--- config.mk ---
export PLATFORM = sky130hd
export DESIGN_NAME = ama_riscv_spec_tracker
export DESIGN_NICKNAME = d
export VERILOG_FILES = /design/src/rtl/ama_riscv_spec_tracker.sv
export SDC_FILE = /design/constraint.sdc
export NUM_CORES = 1
export LEC_CHECK = 0
export BUFFER_PORTS_ARGS = -buffer_cell sky130_fd_sc_hd__buf_2
export CORE_MARGIN = 1
export CORE_UTILIZATION = 45
export DETAILED_ROUTE_END_ITERATION = 10
export GPL_TIMING_DRIVEN = 0
export PLACE_DENSITY = 0.7
export SYNTH_ARGS = -nofsm -noshare
export SYNTH_HDL_FRONTEND = slang
export SYNTH_SLANG_ARGS = --single-unit
--- constraint.sdc ---
create_clock -name clk -period 2.5 [get_ports clk]
set_clock_uncertainty 0.15 [all_clocks]
set_input_delay 0.5 -clock clk [delete_from_list [all_inputs] [get_ports clk]]
set_output_delay 0.5 -clock clk [all_outputs]
set_load 0.02 [all_outputs]
--- src/rtl/ama_riscv_spec_tracker.sv ---
// Speculation tracker: in-order queue of predicted branches in flight.
// Resolves them at execute and flags mispredicts with the redirect PC.
module ama_riscv_spec_tracker #(
    parameter int DEPTH = 2,
    parameter int PC_W  = 32,
    parameter int CNT_W = 16
) (
    input  logic                       clk,
    input  logic                       rst_n,
    input  logic                       dec_br_valid,
    input  logic [PC_W-1:0]            dec_pc,
    input  logic                       dec_pred,
    input  logic [PC_W-1:0]            dec_pc_alt,
    input  logic                       exe_br_valid,
    input  logic                       exe_br_taken,
    input  logic                       flush_ext,
    output logic                       spec_enter,
    output logic                       spec_resolve,
    output logic                       br_res,
    output logic [PC_W-1:0]            pc_dec,
    output logic [PC_W-1:0]            pc_exe,
    output logic                       mispredict,
    output logic [PC_W-1:0]            redirect_pc,
    output logic                       stall_dec,
    output logic [$clog2(DEPTH+1)-1:0] inflight,
    output logic                       proto_err,
    output logic [CNT_W-1:0]           pred_cnt,
    output logic [CNT_W-1:0]           mispred_cnt
);
    // DEPTH=1 would give a zero-width pointer; keep at least one bit
    localparam int PTR_W = (DEPTH > 1) ? $clog2(DEPTH) : 1;
    localparam int OCC_W = $clog2(DEPTH+1);

    typedef struct packed {
        logic [PC_W-1:0] pc;
        logic            pred;
        logic [PC_W-1:0] pc_alt;
    } entry_t;

    entry_t           q [DEPTH];
    logic [PTR_W-1:0] rd_ptr, wr_ptr;
    entry_t           head;
    logic             kill;

    function automatic logic [PTR_W-1:0] ptr_inc(input logic [PTR_W-1:0] p);
        return (p == PTR_W'(DEPTH-1)) ? '0 : p + PTR_W'(1);
    endfunction

    assign head         = q[rd_ptr];
    assign stall_dec    = (inflight == OCC_W'(DEPTH));
    assign spec_resolve = exe_br_valid && (inflight != '0) && !flush_ext;
    assign br_res       = exe_br_taken;
    assign pc_dec       = dec_pc;
    assign pc_exe       = head.pc;
    assign redirect_pc  = head.pc_alt;
    assign mispredict   = spec_resolve && (head.pred != exe_br_taken);
    // decode branch is wrong-path whenever the pipe is being redirected
    assign spec_enter   = dec_br_valid && !stall_dec && !mispredict && !flush_ext;
    assign kill         = flush_ext || mispredict;

    always_ff @(posedge clk or negedge rst_n) begin
        if (!rst_n) begin
            rd_ptr   <= '0;
            wr_ptr   <= '0;
            inflight <= '0;
            for (int i = 0; i < DEPTH; i++) q[i] <= '0;
        end else if (kill) begin
            rd_ptr   <= '0;
            wr_ptr   <= '0;
            inflight <= '0;
        end else begin
            if (spec_enter) begin
                q[wr_ptr] <= '{pc: dec_pc, pred: dec_pred, pc_alt: dec_pc_alt};
                wr_ptr    <= ptr_inc(wr_ptr);
            end
            if (spec_resolve) rd_ptr <= ptr_inc(rd_ptr);
            if (spec_enter && !spec_resolve)      inflight <= inflight + OCC_W'(1);
            else if (!spec_enter && spec_resolve) inflight <= inflight - OCC_W'(1);
        end
    end

    always_ff @(posedge clk or negedge rst_n) begin
        if (!rst_n) begin
            proto_err   <= 1'b0;
            pred_cnt    <= '0;
            mispred_cnt <= '0;
        end else begin
            if (exe_br_valid && inflight == '0) proto_err <= 1'b1;
            if (spec_resolve && pred_cnt != '1) pred_cnt <= pred_cnt + CNT_W'(1);
            if (mispredict && mispred_cnt != '1) mispred_cnt <= mispred_cnt + CNT_W'(1);
        end
    end

endmodule

==> impl_metrics.prom <==
# TYPE chip_impl_metric gauge
chip_impl_info{name="run_status",value="completed"} 1
chip_impl_metric{name="die_w",unit="um"} 132
chip_impl_info{name="critPathCaptureType",value="output pin"} 1
chip_impl_metric{name="drive_gt1_share",unit="%"} 50.8
chip_impl_info{name="clock-root-buffer",value="sky130_fd_sc_hd__clkbuf_16"} 1
chip_impl_metric{name="grt_max_degree",unit=""} 91
chip_impl_metric{name="timing_hold_violations_final",unit=""} 0
chip_impl_metric{name="final_critical_delay_including_setup_and_external_delays",unit="ps"} 2450
chip_impl_metric{name="drcViolationCount",unit=""} 0
chip_impl_metric{name="initial_core_util",unit="%"} 46.0
chip_impl_metric{name="number_of_flops_mapped_to_enable_cells_by_yosys",unit=""} 0
chip_impl_info{name="critPathSlowestCell",value="sky130_fd_sc_hd__dfrtp_2"} 1
chip_impl_metric{name="power.density",unit="nW/um^2"} 939
chip_impl_metric{name="routed_wire_length_per_instance",unit="um"} 15.9
chip_impl_metric{name="slew-limit-headroom",unit="%"} 51.7
chip_impl_metric{name="layout.nets",unit=""} 847
chip_impl_metric{name="clk_latency",unit="ps"} 420
chip_impl_metric{name="hpwlAfterDp",unit="um"} 11300
chip_impl_metric{name="vias_per_cell",unit=""} 4.97
chip_impl_metric{name="drt_iter0_drc",unit=""} 130
chip_impl_metric{name="final_core_utilization",unit="%"} 58.7
chip_impl_metric{name="ys_warn_count",unit=""} 0
chip_impl_metric{name="setup_viol",unit=""} 0
chip_impl_metric{name="mappedNetlistArea",unit="um^2"} 7620
chip_impl_metric{name="cts-buffers-inserted",unit=""} 17
chip_impl_metric{name="clock_sinks",unit=""} 167
chip_impl_metric{name="syn_nets",unit=""} 615
chip_impl_metric{name="achievable-frequency",unit="GHz"} 0.407
chip_impl_metric{name="detail-route-antenna-nets",unit=""} 0
chip_impl_metric{name="postLayoutSetupSlackWorst",unit="ps"} 45.8
chip_impl_metric{name="r2r_worst_path_depth",unit=""} 7
chip_impl_metric{name="critPathRequiredTime",unit="ps"} 1850
chip_impl_metric{name="fin_setup_tns",unit="ps"} 0
chip_impl_metric{name="grt_overflow",unit=""} 0
chip_impl_metric{name="clk_transition_reported_paths",unit="ps"} 70
chip_impl_metric{name="synthArstFlopShare",unit="%"} 100
chip_impl_metric{name="vias",unit=""} 5008
chip_impl_info{name="setup.worst_path.start_class",value="flop"} 1
chip_impl_info{name="worstPathCellList",value="mux2i_4 > xnor2_4 > a211oi_4 > buf_6"} 1
chip_impl_metric{name="synth_seq_cells",unit=""} 167
chip_impl_metric{name="numPortBuffers",unit=""} 205
chip_impl_metric{name="floorplan.io_pins",unit=""} 207
chip_impl_metric{name="num_rows",unit=""} 47
chip_impl_metric{name="antenna_found_initial",unit=""} 0
chip_impl_metric{name="dieArea",unit="um^2"} 17500
chip_impl_metric{name="critPathMaxFanout",unit=""} 5
chip_impl_info{name="synth_top_flop_cell",value="sky130_fd_sc_hd__dfrtp_1"} 1
chip_impl_metric{name="cts_htree_levels",unit=""} 4
chip_impl_metric{name="place.gp.congestion",unit=""} 0.784
chip_impl_metric{name="postSynthCellCount",unit=""} 542
chip_impl_info{name="critPathKind",value="flop to output pin"} 1
chip_impl_metric{name="worstPathArrival",unit="ps"} 1800
chip_impl_metric{name="clock_path_buffers",unit=""} 2
chip_impl_info{name="hold_path.class",value="primary input to flop"} 1
chip_impl_metric{name="max_cap_violations",unit=""} 0
chip_impl_metric{name="grt_pass1_vias",unit=""} 5247
chip_impl_metric{name="syn_avg_cell_area",unit="um^2"} 14.1
chip_impl_metric{name="place_worst_setup_slack",unit="ps"} -251
chip_impl_metric{name="min_period_over_period",unit="%"} 98.2
chip_impl_metric{name="timing_max_transition_violations_final",unit=""} 0
chip_impl_metric{name="antenna_diodes",unit=""} 0
chip_impl_metric{name="leakagePower",unit="nW"} 4.62
chip_impl_metric{name="die_h",unit="um"} 132
chip_impl_metric{name="design_area",unit="um^2"} 9740
chip_impl_metric{name="wire_length_of_the_first_global_routing_pass",unit="um"} 26400
chip_impl_info{name="rsz0062_at_grt",value="yes"} 1
chip_impl_metric{name="post_dp_cell_area",unit="um^2"} 8970
chip_impl_metric{name="routed_wl",unit="um"} 16000
chip_impl_metric{name="worst_pin_slew",unit="ps"} 724
chip_impl_info{name="cts_tree",value="yes"} 1
chip_impl_metric{name="synth_cell_type_count",unit=""} 40
chip_impl_metric{name="synth_seq_area_share",unit="%"} 54.8
chip_impl_metric{name="coreArea",unit="um^2"} 16600
chip_impl_metric{name="dr.pass1.iters",unit=""} 4
chip_impl_metric{name="whs_path_depth",unit=""} 2
chip_impl_metric{name="grt_usage",unit="%"} 19.2
chip_impl_metric{name="synthToLayoutAreaGrowth",unit="%"} 27.7
chip_impl_metric{name="vdd_drop_max",unit="mV"} 0.487
chip_impl_metric{name="design_power_total",unit="mW"} 9.15
chip_impl_metric{name="max_stage_delay",unit="ps"} 440
[worst paths after layout]
path,from,endpoint,slack [ps]
max,rd_ptr,spec_enter,50
min,dec_pc_alt[21],q[21],160
max reg2reg,rd_ptr,q[5],70
min reg2reg,proto_err,proto_err,300
max in group asynchronous,rst_n,q[117],800
min in group asynchronous,rst_n,q[80],520
[final cells by class]
cell class	count	area [um^2]
flip-flops and latches	167	4180
clock buffers	20	467
fillers	1372	6840
clock inverters	12	139
well taps	220	275
multi-input cells	314	3050
plain buffers	56	484
repair buffers	214	1130
inverters	4	15.0
[repair_timing]
| action | CTS | global route |
|---|---|---|
| hold endpoints to repair | 69 | 0 |
| setup endpoints to repair | 166 | 126 |
| setup buffers | 1 | 6 |
| gates cloned | 0 | 0 |
| hold buffers | 1 | 0 |
| pin swaps | 0 | 3 |
| gates resized for setup | 21 | 11 |
[routing by layer]
layer,vias up,track usage [%],share of wire [%]
met5,-,0,0
met4,0,6.83,1.4
met3,16,4.23,4.9
met2,134,32.1,49
met1,2510,24.6,45
li1,2348,-,-
[synth_stat cells (all sizes together) (2+ instances only)]
| library cell | n | area, um^2 |
|---|---|---|
| and4 | 4 | 35.0 |
| clkbuf | 7 | 26.3 |
| nand3 | 10 | 50.1 |
| mux2i | 2 | 23.8 |
| and3 | 4 | 25.0 |
| a21boi | 2 | 15.0 |
| inv | 4 | 15.0 |
| ha | 2 | 25.0 |
| buf | 50 | 397 |
| nor2 | 10 | 40.0 |
| o21ai | 3 | 15.0 |
| mux2 | 195 | 2200 |
| nand2 | 13 | 48.8 |
| dfrtp | 167 | 4180 |
| xor2 | 11 | 96.3 |
| xnor2 | 23 | 209 |
| nor3 | 8 | 40.0 |
| nand4 | 13 | 81.3 |
| a21oi | 2 | 10.0 |
[where the power goes]
part	internal, mW	switching [mW]
Sequential	3.51	0.431
Combinational	1.25	1.31
Clock	1.56	1.09
[sequential cells by signal, summed over array words and instances (netlist names)]
| signal | cells |
|---|---|
| rd_ptr | 1 |
| q | 130 |
| proto_err | 1 |
| inflight | 2 |
| wr_ptr | 1 |
| pred_cnt | 16 |
| mispred_cnt | 16 |
[placed cells by master, fill, tap and decap left out, types with 2 or more instances in the layout]
master	instances
sky130_fd_sc_hd__buf_4	40
sky130_fd_sc_hd__bufinv_16	2
sky130_fd_sc_hd__buf_2	206
sky130_fd_sc_hd__dfrtp_1	166
sky130_fd_sc_hd__nand2_1	13
sky130_fd_sc_hd__xnor2_1	22
sky130_fd_sc_hd__clkinvlp_4	4
sky130_fd_sc_hd__nor2_1	9
sky130_fd_sc_hd__nand3_1	10
sky130_fd_sc_hd__a21oi_1	2
sky130_fd_sc_hd__clkbuf_8	6
sky130_fd_sc_hd__inv_6	4
sky130_fd_sc_hd__nor3_1	8
sky130_fd_sc_hd__and3_1	4
sky130_fd_sc_hd__mux2_2	95
sky130_fd_sc_hd__nand4_1	13
sky130_fd_sc_hd__ha_1	2
sky130_fd_sc_hd__buf_8	2
sky130_fd_sc_hd__xor2_1	11
sky130_fd_sc_hd__inv_1	4
sky130_fd_sc_hd__buf_6	14
sky130_fd_sc_hd__and4_1	4
sky130_fd_sc_hd__mux2_1	100
sky130_fd_sc_hd__clkbuf_16	17
[through the flow]
| stage | instances | hold WS [ps] |
|---|---|---|
| 5_1_grt | 1007 | 148 |
| 3_5_place_dp | 968 | 291 |
| 4_1_cts | 1002 | 140 |
| 2_1_floorplan | 542 | 54.4 |
| 6_report | 1007 | 156 |
| 3_3_place_gp | 967 | 286 |
[worst max-delay path, delay by kind of cell (launching register included)]
| kind | cells | cell delay, ps |
|---|---|---|
| AO/OA/AOI/OAI | 1 | 300 |
| XOR/XNOR | 1 | 140 |
| buffers and inverters | 1 | 160 |
| flip-flops | 1 | 440 |
| multiplexers | 1 | 340 |
[cell families (layout without fill, tap and decap cells)]
kind of cell,after synthesis,after routing,share of synthesized area [%]
AOI/OAI and AO/OA,12,12,1.13
adders and majority gates,2,2,0.328
and+or+nand+nor,69,69,4.87
xor gates and xnor gates,34,34,4.00
muxes,197,197,29.1
buffers and inverters,61,306,5.74
DFF,167,167,54.8
Note: power is estimated with default switching activity, not from simulation.
